[src/rtl/multi_cycle_controller_if.sv]
// multi_cycle_controller_if: IR fields/ALU flags in, datapath control out, for the multi-cycle RV32I controller
interface multi_cycle_controller_if #(
    parameter int CNT_W = 32
);
    logic [6:0]       op;
    logic [2:0]       funct3;
    logic             funct7b5;
    logic             zero;
    logic             neg;
    logic             PCWrite;
    logic             AdrSrc;
    logic             MemWrite;
    logic             IRWrite;
    logic             RegWrite;
    logic [1:0]       ResultSrc;
    logic [1:0]       ALUSrcA;
    logic [1:0]       ALUSrcB;
    logic [2:0]       ALUControl;
    logic [2:0]       ImmSrc;
    logic             illegal;
    logic [CNT_W-1:0] instrCount;
    modport master (
        input  op, funct3, funct7b5, zero, neg,
        output PCWrite, AdrSrc, MemWrite, IRWrite, RegWrite, ResultSrc,
               ALUSrcA, ALUSrcB, ALUControl, ImmSrc, illegal, instrCount
    );
    modport slave (
        output op, funct3, funct7b5, zero, neg,
        input  PCWrite, AdrSrc, MemWrite, IRWrite, RegWrite, ResultSrc,
               ALUSrcA, ALUSrcB, ALUControl, ImmSrc, illegal, instrCount
    );
endinterface

[src/rtl/multi_cycle_controller.sv]
// multi_cycle_controller: multi-cycle RV32I control FSM with retired-instruction counter; BRANCH_EXT_EN adds blt/bge
module multi_cycle_controller #(
    parameter int CNT_W = 32
) (
    input logic                      clk,
    input logic                      rst,
    multi_cycle_controller_if.master bus
);
    localparam logic [6:0] OP_LW   = 7'b0000011;
    localparam logic [6:0] OP_SW   = 7'b0100011;
    localparam logic [6:0] OP_R    = 7'b0110011;
    localparam logic [6:0] OP_I    = 7'b0010011;
    localparam logic [6:0] OP_BR   = 7'b1100011;
    localparam logic [6:0] OP_JAL  = 7'b1101111;
    localparam logic [6:0] OP_JALR = 7'b1100111;
    localparam logic [6:0] OP_LUI  = 7'b0110111;
    typedef enum logic [3:0] {
        FETCH, DECODE, MEMADR, MEMREAD, MEMWB, MEMWRITE, EXECR, EXECI,
        ALUWB, BRANCH, JAL, JALR1, JALR2, LUI
    } state_t;
    state_t           state_q, state_d;
    logic [CNT_W-1:0] count_q;
    logic             pc_w, adr, mem_w, ir_w, reg_w, ill, f3_ok, br_ok, taken;
    logic [1:0]       res, sa, sb;
    logic [2:0]       alu, alu_f;
    assign f3_ok = bus.funct3 inside {3'b000, 3'b111, 3'b110, 3'b010};
    assign alu_f = (bus.funct3 == 3'b111) ? 3'b010 :
                   (bus.funct3 == 3'b110) ? 3'b011 :
                   (bus.funct3 == 3'b010) ? 3'b101 :
                   (bus.funct3 == 3'b000 && state_q == EXECR && bus.funct7b5) ? 3'b001 : 3'b000;
`ifdef BRANCH_EXT_EN
    assign br_ok = bus.funct3 inside {3'b000, 3'b001, 3'b100, 3'b101};
    assign taken = br_ok & (bus.funct3[2] ? (bus.neg ^ bus.funct3[0]) : (bus.zero ^ bus.funct3[0]));
`else
    logic unused_neg;
    assign unused_neg = bus.neg;
    assign br_ok = bus.funct3 inside {3'b000, 3'b001};
    assign taken = br_ok & (bus.zero ^ bus.funct3[0]);
`endif
    assign bus.ImmSrc = (bus.op == OP_SW)  ? 3'b001 :
                        (bus.op == OP_BR)  ? 3'b010 :
                        (bus.op == OP_LUI) ? 3'b011 :
                        (bus.op == OP_JAL) ? 3'b100 : 3'b000;
    // State register and retired-instruction counter; rst aborts any instruction in flight
    always_ff @(posedge clk) begin
        state_q <= rst ? FETCH : state_d;
        count_q <= rst ? '0 : count_q + CNT_W'(state_d == FETCH && !ill);
    end
    // Next state and per-state control decode
    always_comb begin
        state_d = state_q;
        pc_w    = 1'b0;
        adr     = 1'b0;
        mem_w   = 1'b0;
        ir_w    = 1'b0;
        reg_w   = 1'b0;
        ill     = 1'b0;
        res     = 2'b00;
        sa      = 2'b00;
        sb      = 2'b00;
        alu     = 3'b000;
        case (state_q)
            FETCH: begin
                ir_w    = 1'b1;
                pc_w    = 1'b1;
                sb      = 2'b10;
                res     = 2'b10;
                state_d = DECODE;
            end
            DECODE: begin
                sa = 2'b01;
                sb = 2'b01;
                case (bus.op)
                    OP_LW, OP_SW: state_d = MEMADR;
                    OP_R:         state_d = EXECR;
                    OP_I:         state_d = EXECI;
                    OP_BR:        state_d = BRANCH;
                    OP_JAL:       state_d = JAL;
                    OP_JALR:      state_d = JALR1;
                    OP_LUI:       state_d = LUI;
                    default: begin
                        ill     = 1'b1;
                        state_d = FETCH;
                    end
                endcase
            end
            MEMADR: begin
                sa      = 2'b10;
                sb      = 2'b01;
                state_d = (bus.op == OP_SW) ? MEMWRITE : MEMREAD;
            end
            MEMREAD: begin
                adr     = 1'b1;
                state_d = MEMWB;
            end
            MEMWB: begin
                res     = 2'b01;
                reg_w   = 1'b1;
                state_d = FETCH;
            end
            MEMWRITE: begin
                adr     = 1'b1;
                mem_w   = 1'b1;
                state_d = FETCH;
            end
            EXECR, EXECI: begin
                sa      = 2'b10;
                sb      = (state_q == EXECI) ? 2'b01 : 2'b00;
                alu     = alu_f;
                ill     = !f3_ok;
                state_d = f3_ok ? ALUWB : FETCH;
            end
            ALUWB: begin
                reg_w   = 1'b1;
                state_d = FETCH;
            end
            BRANCH: begin
                sa      = 2'b10;
                alu     = 3'b001;
                pc_w    = taken;
                ill     = !br_ok;
                state_d = FETCH;
            end
            JAL, JALR2: begin
                pc_w    = 1'b1;
                sa      = 2'b01;
                sb      = 2'b10;
                state_d = ALUWB;
            end
            JALR1: begin
                sa      = 2'b10;
                sb      = 2'b01;
                state_d = JALR2;
            end
            LUI: begin
                res     = 2'b11;
                reg_w   = 1'b1;
                state_d = FETCH;
            end
            default: state_d = FETCH;
        endcase
    end
    assign bus.PCWrite    = pc_w & ~rst;
    assign bus.MemWrite   = mem_w & ~rst;
    assign bus.IRWrite    = ir_w & ~rst;
    assign bus.RegWrite   = reg_w & ~rst;
    assign bus.illegal    = ill & ~rst;
    assign bus.AdrSrc     = adr;
    assign bus.ResultSrc  = res;
    assign bus.ALUSrcA    = sa;
    assign bus.ALUSrcB    = sb;
    assign bus.ALUControl = alu;
    assign bus.instrCount = count_q;
endmodule

[src/flat_wrapper.sv]
// flat-port wrapper written by rule: the top's interface ports become plain ports
module multi_cycle_controller_flat 
#(
    parameter int CNT_W = 32
)
  (clk, rst, bus_op, bus_funct3, bus_funct7b5, bus_zero, bus_neg, bus_PCWrite, bus_AdrSrc, bus_MemWrite, bus_IRWrite, bus_RegWrite, bus_ResultSrc, bus_ALUSrcA, bus_ALUSrcB, bus_ALUControl, bus_ImmSrc, bus_illegal, bus_instrCount);
  multi_cycle_controller_if #(.CNT_W(CNT_W)) bus_i ();
  input logic clk;
  input logic rst;
  input wire logic [$bits(bus_i.op)-1:0] bus_op;
  input wire logic [$bits(bus_i.funct3)-1:0] bus_funct3;
  input wire logic [$bits(bus_i.funct7b5)-1:0] bus_funct7b5;
  input wire logic [$bits(bus_i.zero)-1:0] bus_zero;
  input wire logic [$bits(bus_i.neg)-1:0] bus_neg;
  output wire logic [$bits(bus_i.PCWrite)-1:0] bus_PCWrite;
  output wire logic [$bits(bus_i.AdrSrc)-1:0] bus_AdrSrc;
  output wire logic [$bits(bus_i.MemWrite)-1:0] bus_MemWrite;
  output wire logic [$bits(bus_i.IRWrite)-1:0] bus_IRWrite;
  output wire logic [$bits(bus_i.RegWrite)-1:0] bus_RegWrite;
  output wire logic [$bits(bus_i.ResultSrc)-1:0] bus_ResultSrc;
  output wire logic [$bits(bus_i.ALUSrcA)-1:0] bus_ALUSrcA;
  output wire logic [$bits(bus_i.ALUSrcB)-1:0] bus_ALUSrcB;
  output wire logic [$bits(bus_i.ALUControl)-1:0] bus_ALUControl;
  output wire logic [$bits(bus_i.ImmSrc)-1:0] bus_ImmSrc;
  output wire logic [$bits(bus_i.illegal)-1:0] bus_illegal;
  output wire logic [$bits(bus_i.instrCount)-1:0] bus_instrCount;
  assign bus_i.op = bus_op;
  assign bus_i.funct3 = bus_funct3;
  assign bus_i.funct7b5 = bus_funct7b5;
  assign bus_i.zero = bus_zero;
  assign bus_i.neg = bus_neg;
  assign bus_PCWrite = bus_i.PCWrite;
  assign bus_AdrSrc = bus_i.AdrSrc;
  assign bus_MemWrite = bus_i.MemWrite;
  assign bus_IRWrite = bus_i.IRWrite;
  assign bus_RegWrite = bus_i.RegWrite;
  assign bus_ResultSrc = bus_i.ResultSrc;
  assign bus_ALUSrcA = bus_i.ALUSrcA;
  assign bus_ALUSrcB = bus_i.ALUSrcB;
  assign bus_ALUControl = bus_i.ALUControl;
  assign bus_ImmSrc = bus_i.ImmSrc;
  assign bus_illegal = bus_i.illegal;
  assign bus_instrCount = bus_i.instrCount;
  multi_cycle_controller #(.CNT_W(CNT_W)) u_core (.clk(clk), .rst(rst), .bus(bus_i));
endmodule
[config.mk]
export PLATFORM = sky130hd
export DESIGN_NAME = multi_cycle_controller_flat
export DESIGN_NICKNAME = d
export VERILOG_FILES = /design/src/rtl/multi_cycle_controller_if.sv /design/src/rtl/multi_cycle_controller.sv /design/src/flat_wrapper.sv
export SDC_FILE = /design/constraint.sdc
export NUM_CORES = 1
export LEC_CHECK = 0
export CAP_MARGIN = 30
export CORE_UTILIZATION = 42
export DETAILED_ROUTE_END_ITERATION = 7
export GPL_TIMING_DRIVEN = 0
export PLACE_DENSITY = 0.75
export SYNTH_ARGS = -nofsm -noshare
export SYNTH_HDL_FRONTEND = slang
export SYNTH_SLANG_ARGS = --single-unit
[constraint.sdc]
create_clock -name clk -period 4.1 [get_ports clk]
set_clock_uncertainty 0.15 [all_clocks]
set_input_delay 1.025 -clock clk [delete_from_list [all_inputs] [get_ports clk]]
set_output_delay 1.025 -clock clk [all_outputs]
set_load 0.01 [all_outputs]
==> results of run 1 <==
metrics by stage:
stage               util (%)  hold WS (ns)  TNS [ns]  cells
finish                 62.14        0.3450         0    406
global route           62.14        0.3937         0    406
CTS                    62.12        0.3491         0    405
detailed placement     59.61        0.3397    -7.952    396
global placement       59.61        0.3164    -7.935    396
floorplan                  -        0.3523         0    269
cell type report:
cell class	count	share of cell area [%]
multi-input cells	212	45.94
flip-flops and latches	36	24.23
inverters	9	1.136
plain buffers	12	1.977
well taps	67	2.819
clock buffers	6	2.440
clock inverters	2	1.178
repair buffers	62	20.28
final timing paths:
check | to | start | slack [ns] | depth (start not counted)
min reg2reg | u_core.bus.instrCount[31]$_SDFF_PP0_ | u_core.bus.instrCount[31]$_SDFF_PP0_ | 0.35 | 2
max | u_core.bus.instrCount[26]$_SDFF_PP0_ | bus_op[3] | 0.14 | 13
min | u_core.bus.instrCount[31]$_SDFF_PP0_ | u_core.bus.instrCount[31]$_SDFF_PP0_ | 0.35 | 2
max reg2reg | u_core.bus.instrCount[26]$_SDFF_PP0_ | u_core.state_q[2]$_SDFF_PP0_ | 0.61 | 14
flip-flops by register name (all words and copies together), names as in the netlist:
register / cells
u_core.bus.instrCount: 32
u_core.state_q: 4
synth_stat cells (7+ instances only):
cell      number
xor2_1        12
inv_1          9
dfxtp_1       36
nand3_1       13
clkbuf_1      10
nand2_1       17
xnor2_1       15
o21ai_0       10
a21oi_1       11
nor2b_1       10
nor3_1         7
nor4_1         8
nand2b_1       9
nor2_1        39
worst register-to-register path, delay by kind of cell (launching register included):
family / cells / cell delay, ns
adders and majority gates: 2 / 0.41
buffers and inverters: 2 / 0.61
DFF: 1 / 0.31
AOI/OAI and AO/OA: 1 / 0.13
and+or+nand+nor: 8 / 1.46
muxes: 1 / 0.33
cell families (layout without fill, tap and decap cells):
logic type,after synthesis,in the layout,synth area share (%)
xor gates and xnor gates,27,27,11.17
AOI/OAI and AO/OA,36,36,10.46
and+or+nand+nor,141,141,36.41
adders and majority gates,2,2,1.182
buffers and inverters,21,91,3.724
muxes,6,6,3.014
DFF,36,36,34.04
per-layer routing:
metal | part of all wire, % | vias up
li1 | - | 1079
met1 | 47 | 977
met2 | 50 | 48
met3 | 3.4 | 2
met4 | 0.28 | 0
met5 | 0 | -
timing repair:
item	4_1_cts	5_1_grt
hold buffers	0	0
setup endpoints to repair	14	5
setup buffers	1	1
gates resized for setup	8	4
pin swaps	2	2
power by group:
part	switching, µW	total, µW	leakage [µW]	internal [µW]
clock network	123	303	0.0000552	180
logic	56.7	116	0.000679	59.5
registers	5.11	360	0.000290	355
total	184	779	0.00102	594
==> metrics.md, run 1 <==
| Metric | Value |
|---|---|
| Outcome | `completed` |
| Num Clock Sinks | `36` |
| Worst EP arrival | `3.99 ns` |
| Syn Area/Cell | `~8 µm²` |
| Max Freq | `252.3 MHz` |
| Met2 Usage GRT | `33.23%` |
| CTS H-tree lvls | `2` |
| Initial Utilization | `44.24%` |
| Gr usage total | `19.95%` |
| Min-Delay Path Class | `reg -> reg` |
| Async S/R FF share, synth | `0%` |
| Top-area cell type share of the netlist area | `between 30% and 40%` |
| Total CTS buffers | `5` |
| DR iter-0 viols | `66` |
| Fin crit share | `96.69%` |
| Area taken by multi-input logic gates | `0.001366 mm²` |
| Fill count | `424` |
| Pwr dens | `261.8 mW/mm²` |
| Clk_lat worst skew | `around 0.28 ns` |
| Post-route minimum period | `3.964 ns` |
| TritonRoute pass-1 iters | `4` |
| Synth Warn # | `0` |
| Clock root cell | `clkbuf_8` |
| Area contributors post-synth | `dfxtp_1, nor2_1, xnor2_1` |
| WP buf/inv | `1` |
| Vias in the first global route | `1858` |
| CP Class | `in -> reg` |
| Placed cell areas | `0.002853 mm²` |
| Met1 GRT Util | `26.41%` |
| Most frequent cells in the layout | `clkdlybuf4s50_1, nor2_1, dfxtp_1` |
| CP top delay family | `simple AND/OR/NAND/NOR gates` |
| Sequential share of the synthesized area | `34.04%` |
| Critical-path cell list | `clkbuf_8 > or4b_2 > o31a_1 > nand3_1 > o211ai_1 > nor4b_2 > ha_2 > ha_4 > and3_4 > nand2_4 > or3_4 > nor2_2 > mux2_2` |
| Area leader, netlist | `dfxtp_1` |
| Pre-CTS setup slack | `-0.6596 ns` |
| Nets | `355` |
| DIE WIDTH | `73.00 µm` |
| Drc violations | `0` |
| Final ANT Viol Nets | `0` |
| Reg area | `a little over 700 µm²` |
| Maxcap violations | `0` |
| Per-cell routed wire length | `12.49 µm` |
| Dpl hpwl | `3785 µm` |
| Port buffer count | `60` |
| Most Crowded Layer GR | `met2` |
| Core area | `0.004786 mm²` |
| Crit-path max cell delay | `0.65 ns` |
| CTS tree | `done` |
| Fin worst setup slack | `approximately 0.14 ns` |
| Worst setup SP type | `primary input` |
| Cells after Synth | `269` |
| Placer Congestion | `0.8375` |
| Final Cell Area | `0.002974 mm²` |
| Initial antenna violation count | `0` |
| Clock transition at path regs | `0.07 ns` |
| Number of synthesized flops with an enable pin | `0` |
| Die area | `0.005328 mm²` |
| Setup-failing EPs final | `0` |
| Chip Height | `73.00 µm` |
| Most common cell after layout, fill and taps aside | `clkdlybuf4s50_1` |
| Global-route wire length before repair | `8349 µm` |
| Setup crit end kind | `flip-flop` |
| Leak pwr | `0.001025 µW` |
| CTS Buffer Depth | `2` |
| # rows | `25` |
| Fin. Hold Viols | `0` |
| Main synth FF type | `dfxtp_1` |
| Relative slew slack | `between 60% and 70%` |
| Via count | `2106` |
| Number of inserted diodes | `0` |
| Cell Area, Synth | `0.002117 mm²` |
| Yosys reg bits | `36` |
| Crit path required time | `approximately 4.1 ns` |
| Total congestion overflow | `0` |
| Crit Path Max Fanout | `9` |
| Worst Tran Pin Value | `0.5212 ns` |
| Final Power | `778.7 µW` |
| Final wirelength | `5072 µm` |
| Mapped Nets | `~290` |
| Slowest cell on the critical path | `or4b_2` |
| Grt met3 use | `3.729%` |
| Slew Viols, Final | `0` |
| Area Overhead vs Synth | `40.48%` |
| Peak VDD IR | `0.0001774 V` |
| Share of layout cells above drive strength 1 | `between 10 and 15%` |
| RSZ-0062 raised after global routing | `no` |
| Library cells used by synthesis | `44` |
| Vias per inst | `just over 5` |
| Num ports | `65` |
| Largest net degree at the start of global routing | `12` |
(Power assumes the default switching activity.)
==> inputs of run 2 (changes only) <==
- SLEW_MARGIN: unset -> 20
==> results of run 2 <==
No change in the layout: final DEF, timing and power equal those of run 1.
==> inputs of run 3 (changes only) <==
--- a/constraint.sdc
+++ b/constraint.sdc
@@ -3,3 +3,3 @@
 set_input_delay 1.025 -clock clk [delete_from_list [all_inputs] [get_ports clk]]
 set_output_delay 1.025 -clock clk [all_outputs]
-set_load 0.01 [all_outputs]
+set_load 0.05 [all_outputs]
==> run 3 against run 2 <==
Effect of this change:
- final cell count up 1.5%
- clock-buffer cell count is the same
- worst setup slack got worse by 0.070 ns
- routed wire length grew 3.8%
==> metrics.md, run 3 (synthesis results as in run 1) <==
| Metric | Value |
|---|---|
| Outcome | `completed` |
| Fin. Hold Viols | `0` |
| Relative slew slack | `between 60 and 70%` |
| Max FFs per register | `32` |
| Hold Buf Count CTS | `0` |
| Crit-path max cell delay | `0.51 ns` |
| Vias in the first global route | `about 1900` |
| Port buffer count | `60` |
| Per-cell routed wire length | `12.78 µm` |
| Post-route minimum period | `4.034 ns` |
| Total congestion overflow | `0` |
| Largest net degree at the start of global routing | `12` |
| Worst setup SP type | `primary input` |
| TritonRoute pass-1 iters | `4` |
| Worst Tran Pin Value | `approximately 0.55 ns` |
| Critical-path cell list | `clkdlybuf4s50_1 > inv_1 > mux2i_1 > o211ai_1 > buf_4 > nor2b_1 > clkdlybuf4s15_1` |
| Dpl hpwl | `3831 µm` |
| CTS tree | `done` |
| DR iter-0 viols | `between 70 and 80` |
| CTS H-tree lvls | `2` |
| Clock transition at path regs | `0.07 ns` |
| Setup-failing EPs final | `0` |
| Crit path required time | `2.92 ns` |
| # rows | `25` |
| Pwr dens | `272.9 mW/mm²` |
| Setup crit end kind | `output pin` |
| Final ANT Viol Nets | `0` |
| Max Freq | `247.9 MHz` |
| CP top delay family | `buffers and inverters` |
| Number of inserted diodes | `0` |
| Drc violations | `0` |
| Total CTS buffers | `5` |
| Die area | `about 0.0053 mm²` |
| Nets | `361` |
| Placer Congestion | `0.8578` |
| Maxcap violations | `0` |
| Initial antenna violation count | `0` |
| WP buf/inv | `4` |
| Final wirelength | `5266 µm` |
| Fin crit share | `98.40%` |
| CP Class | `in -> out` |
| Peak VDD IR | `approximately 0.00028 V` |
| Area Overhead vs Synth | `43.26%` |
| Crit Path Max Fanout | `5` |
| Global-route wire length before repair | `8818 µm` |
| Via count | `2143` |
| CTS Buffer Depth | `2` |
| Clk_lat worst skew | `0.29 ns` |
| Num Clock Sinks | `36` |
| Initial Utilization | `~44%` |
| DIE WIDTH | `73.00 µm` |
| Final Cell Area | `0.003033 mm²` |
| Most frequent cells in the layout | `clkdlybuf4s50_1, nor2_1, dfxtp_1` |
| Share of layout cells above drive strength 1 | `roughly an eighth` |
| Core area | `0.004786 mm²` |
| RSZ-0062 raised after global routing | `yes` |
| Min-Delay Path Class | `reg -> reg` |
| Placed cell areas | `0.002848 mm²` |
| Vias per inst | `between 5 and 6` |
| Worst EP arrival | `2.86 ns` |
| Chip Height | `73.00 µm` |
| Slowest cell on the critical path | `clkdlybuf4s15_1` |
| Num ports | `65` |
| Final Power | `827.6 µW` |
| Clock root cell | `clkbuf_8` |
| Slew Viols, Final | `0` |
| Gr usage total | `21.09%` |
| Leak pwr | `0.001065 µW` |
| Most common cell after layout, fill and taps aside | `clkdlybuf4s50_1` |
==> run 3: timing repair <==
item	4_1_cts	5_1_grt
setup buffers	1	7
pin swaps	2	8
setup endpoints to repair	16	6
gates resized for setup	9	14
==> run 3: final timing paths <==
kind / slack, ns / cells past startpoint / end / start
hold / removal: 0.35 / 2 / u_core.bus.instrCount[31]$_SDFF_PP0_ / u_core.bus.instrCount[31]$_SDFF_PP0_
setup / recovery: 0.07 / 7 / bus_illegal / bus_funct3[2]
hold reg to reg: 0.35 / 2 / u_core.bus.instrCount[31]$_SDFF_PP0_ / u_core.bus.instrCount[31]$_SDFF_PP0_
setup reg to reg: 0.53 / 13 / u_core.bus.instrCount[31]$_SDFF_PP0_ / u_core.state_q[2]$_SDFF_PP0_
==> run 3: worst min-delay path, cell delays in order (launching register included) <==
cell and delay, ns:
dfxtp_1 0.32, o21ai_0 0.07, a21oi_1 0.06
==> run 3: area by class of cell <==
type / instances / area, µm²
buffer: 12 / 58.81
clock buffer: 6 / 72.57
clock inverter: 2 / 35.03
fill: 421 / 1753
inverter: 9 / 33.78
multi-input combinational: 212 / 1373
sequential: 36 / 720.7
tap: 67 / 83.83
timing repair buffer: 68 / 655.6
==> run 3: power breakdown <==
group / internal, µW / switching, µW
Sequential: 355 / 5.58
Combinational: 61.9 / 98.0
Clock: 180 / 127
Total: 597 / 231
==> run 3: stage by stage <==
| stage | utilization [%] | instances | hold slack (ns) | setup TNS, ns | setup slack [ns] |
|---|---|---|---|---|---|
| after floorplan | - | 269 | 0.4659 | 0 | 0.006901 |
| after global placement | 59.50 | 396 | 0.3154 | -8.362 | -0.6725 |
| after detailed placement | 59.50 | 396 | 0.3501 | -8.585 | -0.6896 |
| after CTS | 62.04 | 405 | 0.3605 | 0 | 0.03742 |
| after global routing | 63.37 | 412 | 0.3998 | -0.02572 | -0.01406 |
| final | 63.37 | 412 | 0.3483 | 0 | 0.06561 |
==> run 3: routing by layer <==
metal  share of wire [%]  vias up  GRT usage (%)
li1                    -     1095              -
met1                  47      999          27.86
met2                  48       43          34.67
met3                 3.7        6          4.834
met4                 1.0        0          5.229
met5                   0        -              0
